<file path="config.mk">
export PLATFORM = sky130hd
export DESIGN_NAME = text_console
export DESIGN_NICKNAME = d
export VERILOG_FILES = /design/src/rtl/text_console.sv
export SDC_FILE = /design/constraint.sdc
export NUM_CORES = 1
export LEC_CHECK = 0
export BUFFER_PORTS_ARGS = -buffer_cell sky130_fd_sc_hd__buf_2
export CORE_MARGIN = 3
export CORE_UTILIZATION = 46
export CTS_BUF_LIST = sky130_fd_sc_hd__clkbuf_8 sky130_fd_sc_hd__clkbuf_16
export CTS_CLUSTER_DIAMETER = 40
export DETAILED_ROUTE_END_ITERATION = 8
export HOLD_SLACK_MARGIN = 0.15
export PLACE_DENSITY = 0.69
export SLEW_MARGIN = 10
export SYNTH_ARGS = -nofsm -noshare
export SYNTH_HDL_FRONTEND = slang
export SYNTH_SLANG_ARGS = --single-unit
</file>
<file path="constraint.sdc">
create_clock -name clk_sys -period 2.5 [get_ports clk_sys]
set_clock_uncertainty 0.1 [all_clocks]
set_input_delay 0.375 -clock clk_sys [delete_from_list [all_inputs] [get_ports clk_sys]]
set_output_delay 0.375 -clock clk_sys [all_outputs]
set_load 0.005 [all_outputs]
</file>
<file path="src/rtl/text_console.sv">
// text_console: character-stream front end for the text-mode screen.
// Accepts 9-bit characters over valid/ready and turns them into single-cycle
// screen writes. It keeps a cursor, handles control codes, wraps lines, rolls
// over to the top row (clearing each new line) and clears the whole screen
// after reset and on form feed.
//
// Ports:
//   clk_sys             system clock
//   reset               synchronous, active-high reset
//   in_data[8:0]        bit 8 = attribute, bits 7:0 = code
//   in_valid/in_ready   input handshake; in_ready is high only while idle
//   char_x/char_y       write cell address
//   char_chr            write character
//   char_str            write strobe, one cycle per cell
//   cursor_x/cursor_y   current cursor position
//   busy                high while a line or screen clear is running
module text_console #(
  parameter int unsigned COLS  = 80,
  parameter int unsigned ROWS  = 30,
  parameter logic [8:0]  BLANK = 9'h020
) (
  input  logic       clk_sys,
  input  logic       reset,
  input  logic [8:0] in_data,
  input  logic       in_valid,
  output logic       in_ready,
  output logic [6:0] char_x,
  output logic [5:0] char_y,
  output logic [8:0] char_chr,
  output logic       char_str,
  output logic [6:0] cursor_x,
  output logic [5:0] cursor_y,
  output logic       busy
);

  localparam logic [6:0] LastCol = 7'(COLS - 1);
  localparam logic [5:0] LastRow = 6'(ROWS - 1);

  typedef enum logic [1:0] {StClrAll, StIdle, StClrLine} state_e;

  state_e     r_state, w_state_nxt;
  logic [6:0] r_clr_x, w_clr_x_nxt;
  logic [5:0] r_clr_y, w_clr_y_nxt;
  logic [6:0] r_cur_x, w_cur_x_nxt;
  logic [5:0] r_cur_y, w_cur_y_nxt;
  logic [6:0] r_char_x, w_char_x_nxt;
  logic [5:0] r_char_y, w_char_y_nxt;
  logic [8:0] r_char_chr, w_char_chr_nxt;
  logic       r_char_str, w_char_str_nxt;
  logic       r_in_ready, w_in_ready_nxt;
  logic       r_busy, w_busy_nxt;

  logic       w_accept;
  logic       w_printable;
  logic [5:0] w_row_inc;

  assign w_accept    = in_valid && r_in_ready;
  // The attribute bit forces a code to be drawn even if it is below 0x20.
  assign w_printable = in_data[8] || (in_data[7:0] >= 8'h20);
  // Row roll-over: the bottom row wraps to the top instead of scrolling.
  assign w_row_inc   = (r_cur_y == LastRow) ? 6'd0 : r_cur_y + 6'd1;

  always_comb begin
    w_state_nxt    = r_state;
    w_clr_x_nxt    = r_clr_x;
    w_clr_y_nxt    = r_clr_y;
    w_cur_x_nxt    = r_cur_x;
    w_cur_y_nxt    = r_cur_y;
    w_char_x_nxt   = r_char_x;
    w_char_y_nxt   = r_char_y;
    w_char_chr_nxt = r_char_chr;
    w_char_str_nxt = 1'b0;

    unique case (r_state)
      StClrAll: begin
        w_char_str_nxt = 1'b1;
        w_char_x_nxt   = r_clr_x;
        w_char_y_nxt   = r_clr_y;
        w_char_chr_nxt = BLANK;
        if (r_clr_x == LastCol) begin
          w_clr_x_nxt = 7'd0;
          if (r_clr_y == LastRow) begin
            w_clr_y_nxt = 6'd0;
            w_cur_x_nxt = 7'd0;
            w_cur_y_nxt = 6'd0;
            w_state_nxt = StIdle;
          end else begin
            w_clr_y_nxt = r_clr_y + 6'd1;
          end
        end else begin
          w_clr_x_nxt = r_clr_x + 7'd1;
        end
      end

      StIdle: begin
        if (w_accept) begin
          if (w_printable) begin
            w_char_str_nxt = 1'b1;
            w_char_x_nxt   = r_cur_x;
            w_char_y_nxt   = r_cur_y;
            w_char_chr_nxt = in_data;
            if (r_cur_x == LastCol) begin
              w_cur_x_nxt = 7'd0;
              w_cur_y_nxt = w_row_inc;
              w_clr_x_nxt = 7'd0;
              w_state_nxt = StClrLine;
            end else begin
              w_cur_x_nxt = r_cur_x + 7'd1;
            end
          end else begin
            case (in_data[7:0])
              8'h0A: begin
                w_cur_x_nxt = 7'd0;
                w_cur_y_nxt = w_row_inc;
                w_clr_x_nxt = 7'd0;
                w_state_nxt = StClrLine;
              end
              8'h0D: w_cur_x_nxt = 7'd0;
              8'h08: begin
                if (r_cur_x != 7'd0) begin
                  w_cur_x_nxt    = r_cur_x - 7'd1;
                  w_char_str_nxt = 1'b1;
                  w_char_x_nxt   = r_cur_x - 7'd1;
                  w_char_y_nxt   = r_cur_y;
                  w_char_chr_nxt = BLANK;
                end
              end
              8'h0C: begin
                w_clr_x_nxt = 7'd0;
                w_clr_y_nxt = 6'd0;
                w_state_nxt = StClrAll;
              end
              default: ;
            endcase
          end
        end
      end

      StClrLine: begin
        // The cursor row is the freshly entered row and stays fixed here.
        w_char_str_nxt = 1'b1;
        w_char_x_nxt   = r_clr_x;
        w_char_y_nxt   = r_cur_y;
        w_char_chr_nxt = BLANK;
        if (r_clr_x == LastCol) begin
          w_clr_x_nxt = 7'd0;
          w_state_nxt = StIdle;
        end else begin
          w_clr_x_nxt = r_clr_x + 7'd1;
        end
      end

      default: w_state_nxt = StClrAll;
    endcase

    // Handshake/busy are registered from the next state so they line up with it.
    w_in_ready_nxt = (w_state_nxt == StIdle);
    w_busy_nxt     = (w_state_nxt != StIdle);
  end

  always_ff @(posedge clk_sys) begin
    if (reset) begin
      r_state    <= StClrAll;
      r_clr_x    <= 7'd0;
      r_clr_y    <= 6'd0;
      r_cur_x    <= 7'd0;
      r_cur_y    <= 6'd0;
      r_char_x   <= 7'd0;
      r_char_y   <= 6'd0;
      r_char_chr <= 9'd0;
      r_char_str <= 1'b0;
      r_in_ready <= 1'b0;
      r_busy     <= 1'b0;
    end else begin
      r_state    <= w_state_nxt;
      r_clr_x    <= w_clr_x_nxt;
      r_clr_y    <= w_clr_y_nxt;
      r_cur_x    <= w_cur_x_nxt;
      r_cur_y    <= w_cur_y_nxt;
      r_char_x   <= w_char_x_nxt;
      r_char_y   <= w_char_y_nxt;
      r_char_chr <= w_char_chr_nxt;
      r_char_str <= w_char_str_nxt;
      r_in_ready <= w_in_ready_nxt;
      r_busy     <= w_busy_nxt;
    end
  end

  assign in_ready = r_in_ready;
  assign char_x   = r_char_x;
  assign char_y   = r_char_y;
  assign char_chr = r_char_chr;
  assign char_str = r_char_str;
  assign cursor_x = r_cur_x;
  assign cursor_y = r_cur_y;
  assign busy     = r_busy;

endmodule
</file>
; ---- Word-level counts from Yosys, hierarchy flattened
; Cells that the tools add are included.
[word_totals]
ff_bits = 53
latchBits = 0
ramBits = 0
mem_bits_ro = 0
input_bits = 12
out_inout_bits = 38
elab_cells = 112
n_memories = 0
[classes]
addsub = 5
mul = 0
n_div = 0
magnitude_cmp = 1
n_eq_ne = 24
shift = 0
muxes = 55
n_bitwise = 0
reduce_logical = 16
[op_table]
columns = operator, count
row1 = $mux 7, 14
row2 = $mux 6, 16
row3 = $pmux 7 s2, 4
row4 = $mux 9, 4
row5 = $eq 8x4->1 const B, 4
row6 = $pmux 6 s2, 2
row7 = $pmux 6 s3, 1
row8 = $pmux 9 s2, 1
row9 = $add 7x1->7 const B, 2
row10 = $eq 7x7->1 const B, 2
row11 = $add 6x1->6 const B, 2
row12 = $eq 6x5->1 const B, 2
row13 = $mux 2, 6
row14 = $ne 3x3->1 const B, 4
row15 = $reduce_and 4->1, 3
row16 = $reduce_and 6->1, 2
row17 = $ge 8x6->1 const B, 1
row18 = $ne 2x2->1 const B, 4
row19 = $ne 4x4->1 const B, 2
row20 = $reduce_bool 7->1, 1
row21 = $sub 7x1->7 const B, 1
row22 = $pmux 2 s3, 1
row23 = $reduce_or 2->1, 3
row24 = $reduce_and 5->1, 1
row25 = 12 further kinds, 18

; ---- Logic depth before layout (Yosys ltp)
[logic_depth]
word_depth = 6
mapped_depth = 10

; ---- Least setup slack after synthesis
; OpenSTA, ideal clock, no wires.
[synth_timing]
path_kind = reg-to-reg
startpoint = reg r_cur_x[0] (netlist: cursor_x[0])
endpoint = reg r_char_chr[0] (netlist: char_chr[0])
setup_ps = 126
arrival_ps = 2124
setup_slack_ps = 150
path_stages_with_launch = 11
path_buffers = 3
period_less_slack_ps = 2350
path_cell_list = dfxtp_1 -> clkbuf_1 -> inv_1 -> ha_1 -> and2b_1 -> a311oi_1 -> o21ai_0 -> a21o_1 -> buf_2 -> buf_2 -> mux2i_1
[synth_between]
elab_chain_len = 3
[synth_lines]
columns = element, line
row1 = from (decl), 44  ; logic [6:0] r_cur_x, w_cur_x_nxt;
row2 = from (signal assigned), 178  ; r_cur_x <= w_cur_x_nxt;
row3 = $reduce_bool 7->1, 120  ; if (r_cur_x != 7'd0) begin
row4 = $ne 3x3->1 (no source line), n/a
row5 = $reduce_and 4->1 (no source line), n/a
row6 = to (signal assigned), 182  ; r_char_chr <= w_char_chr_nxt;
row7 = to (decl), 48  ; logic [8:0] r_char_chr, w_char_chr_nxt;
; Every way passes these cells.
; A chain may end at the register's enable or synchronous reset.

; ---- Worst setup path in the final report
[layout_timing]
startpoint = reg r_cur_x[0] (netlist: cursor_x[0])
endpoint = reg r_cur_y[1] (netlist: cursor_y[1])
[layout_between]
elab_chain_len = 3
[layout_lines]
columns = element, line
row1 = $eq 7x7->1, 102  ; if (r_cur_x == LastCol) begin
row2 = $ne 3x3->1 (no source line), n/a
row3 = $reduce_and 6->1 (no source line), n/a
row4 = to (signal assigned), 179  ; r_cur_y <= w_cur_y_nxt;
row5 = to (decl), 45  ; logic [5:0] r_cur_y, w_cur_y_nxt;
; Every way passes these cells.

==> key figures <==
Global routing
  • Gr ovfl total: 0
  • Vias in the first global route: 2973
  • First-pass GRT wire length: 15.0 mm
  • Initial antenna violation count: 0
  • Largest net degree at the start of global routing: 37
  • GRT Overall Usage: 21.9%

Floorplan
  • Die H: 90.4 µm
  • Ports: 50
  • Initial Util: 47.9%
  • Die W: 90.4 µm
  • Row cnt: 30
  • Core area: 6830 µm²
  • Die area: 8170 µm²

Synth
  • Seq cells post-synth: 53
  • Post-Syn Area: 3270 µm²
  • Mean post-synth cell area: 8.03 µm²
  • Seq/Total Area, Yosys: 32.4%
  • Syn nets: 432
  • Post-synth ARST share: 0%
  • Synth cell types: 61
  • Number of synthesized flops with an enable pin: 0
  • Cells after Synth: 408
  • Ys flop type: dfxtp_1
  • Syn. warnings: 0

Clock network
  • Htree depth: 2
  • CTS Buf Count: 5
  • Clock root buffer: clkbuf_8
  • TritonCTS clock tree: yes
  • # clock sinks: 53
  • Worst-skew pair later-pin latency: 0.30 ns
  • Clock Pin Slew Worst Setup and Hold Paths: 0.10 ns
  • Post-CTS Setup Inserts: 0
  • Clock Tree Buf Depth: 2

Worst setup path
  • Worst setup SP type: flop
  • Cell Chain, Critical Path: ha_2 > nand3_1 > or4_4 > and3_4 > or4_1 > a21oi_1
  • Worst path arrival time: 2.54 ns
  • Buf+Inv Stages, Crit Path: 0
  • CP max stage cell: or4_4
  • Delay-heaviest family, CP: simple AND/OR/NAND/NOR gates
  • Crit path from: cursor_x[0]
  • Crit path capture type: flop
  • Slowest stage delay, CP: 0.56 ns
  • Critical Path RT: 2.65 ns
  • Reg2reg start: cursor_x[0]
  • CP Class: flop to flop
  • Worst Path Max Fanout: 6

Job
  • Max Cap Viol: 0

Route
  • Via count: 3270
  • DR WL/cell: 16.1 µm
  • DR DRC count: 0
  • Initial DRC Count: 287
  • ANT nets after route: 0
  • Avg Vias per Cell: 5.83
  • DRT Wirelength: 9.01 mm
  • First-pass DRT Iterations: 5

Placement
  • Gpl congestion: 0.917
  • DP HPWL: 6.69 mm
  • Port Buf Inserts: 49
  • Dpl cells: 553

Worst hold path
  • HP Start: in_data[3]
  • Min-Delay Path Class: input port to flop

Layout
  • Ant. Diodes: 0
  • Area Growth Syn to Fin: 17.5%
  • Final Non-Filler Cells: 561
  • Share of layout cells above drive strength 1: 21.5%
  • Nets: 488
  • Fillers: 668

Timing
  • Rel. slew slack: 50.0%
  • Highest Clock Rate: 0.418 GHz
  • TNS Setup: 0 ns
  • # setup viols final: 0
  • Post-layout minimum cycle time: 2.39 ns
  • Final hold vios: 0
  • Least-Margin Pin Slew: 0.742 ns
  • Final-report max-slew violation count: 0
  • Final Cycle Share: 95.7%
  • RSZ-0062 raised after global routing: no

Pwr
  • LEAKAGE: 1.49 nW
  • Power per cell area: 374 nW/µm²
  • Power, Total: 1.44 mW
  • VDD IR max: 0.000276 V

Run status
  • Status: completed
[sequential cells by signal (all words and copies together) (netlist names)]
register and cells:
r_state 2, char_x 7, busy 1, r_clr_y 6, r_clr_x 7, char_str 1
cursor_y 6, char_y 6, cursor_x 7, char_chr 9, in_ready 1
[kinds of logic (layout without fill, tap and decap cells)]
kind of cell             after synthesis  count (layout)  synth area share (%)
AO/OA/AOI/OAI                        115             115                  23.9
XOR/XNOR                               7               7                  1.87
adder cells (fa/ha/maj)               12              12                  4.59
buffers and inverters                 44             101                  5.16
flip-flops                            53              53                  32.4
multiplexers                          24              24                  7.41
AND/OR/NAND/NOR                      153             153                  24.6
[worst min-delay path, delay by kind of cell]
kind,cells,cell delay [ns]
buf+inv,1,0.12
simple gates,1,0.07
mux,1,0.06
[path summary, 6_finish.rpt]
check                           slack, ns  depth (start not counted)     endpoint
worst max-delay path                 0.11                          6  cursor_y[1]
worst min-delay path                 0.26                          3  char_chr[3]
worst max register to register       0.11                          6  cursor_y[1]
worst min register to register       0.36                          2    char_x[4]
[repair_timing]
item,4_1_cts,5_1_grt
endpoints found under the setup margin,1,8
hold buffers,0,0
gates resized for setup,1,5
endpoints found under the hold margin,0,0
[placed cells by master (no fill, tap or decap), types with 3 or more instances in the layout]
cell / instances
a211o_1: 3
a21o_1: 9
a21oi_1: 25
a311oi_1: 4
a31oi_1: 6
and2_1: 4
and3_1: 6
buf_2: 49
buf_4: 27
clkbuf_8: 5
dfxtp_1: 52
ha_1: 11
inv_1: 17
mux2i_1: 22
nand2_1: 37
nand2b_1: 3
nand3_1: 30
nand4_1: 9
nor2_1: 21
nor2b_1: 7
nor3_1: 11
nor3b_1: 4
o211ai_1: 7
o21ai_0: 25
o221a_2: 3
o32ai_1: 5
or4_1: 4
xnor2_1: 6
[power by group]
group          switching (mW)  leakage [nW]  total (mW)  internal [mW]
clock network           0.294        0.0467       0.485          0.191
registers              0.0104         0.430       0.866          0.855
logic                  0.0528          1.01      0.0866         0.0337
total                   0.357          1.49        1.44           1.08
[Yosys cell counts, drive strengths merged, types with 3 or more instances]
cell	n	area share, %
a211o	3	0.80
a21o	9	2.1
a21oi	26	4.0
a311oi	5	1.3
a31oi	6	1.1
and2	4	0.76
and3	7	1.5
buf	3	0.46
clkbuf	24	2.8
dfxtp	53	32
ha	12	4.6
inv	15	1.7
mux2i	22	6.7
nand2	37	4.2
nand2b	3	0.57
nand3	30	4.6
nand4	9	1.7
nor2	21	2.4
nor2b	7	1.3
nor3	11	1.7
nor3b	4	0.92
o211ai	7	1.6
o21ai	25	3.8
o221a	3	1.0
o32ai	5	1.3
or3b	4	1.1
or4	5	1.3
xnor2	6	1.6
[per-stage QoR]
| step | instance area [µm²] | hold WS, ns | util, % | worst slack, ns |
|---|---|---|---|---|
| 2_1_floorplan | 3270 | 0.350 | - | 0.150 |
| 3_3_place_gp | 3740 | 0.342 | 54.7 | 0.0397 |
| 3_5_place_dp | 3740 | 0.348 | 54.7 | 0.0270 |
| 4_1_cts | 3830 | 0.248 | 56.1 | 0.0516 |
| 5_1_grt | 3850 | 0.273 | 56.3 | 0.0309 |
| 6_report | 3850 | 0.256 | 56.3 | 0.108 |
[per-layer routing]
metal  GRT usage (%)  wire, µm  vias up
li1                -         -     1622
met1            31.9      4260     1545
met2            34.4      4240       99
met3            3.08       443        4
met4            4.85        65        0
met5               0         0        -
[final cells by class]
cell class | instances | area (µm²) | area share, %
tap | 96 | 120 | 3.12
sequential | 53 | 1060 | 27.6
inverter | 17 | 63.8 | 1.66
multi-input combinational | 311 | 2070 | 53.8
clock inverter | 3 | 15.0 | 0.390
timing repair buffer | 76 | 448 | 11.6
clock buffer | 5 | 68.8 | 1.79
(Power assumes the default switching activity.)
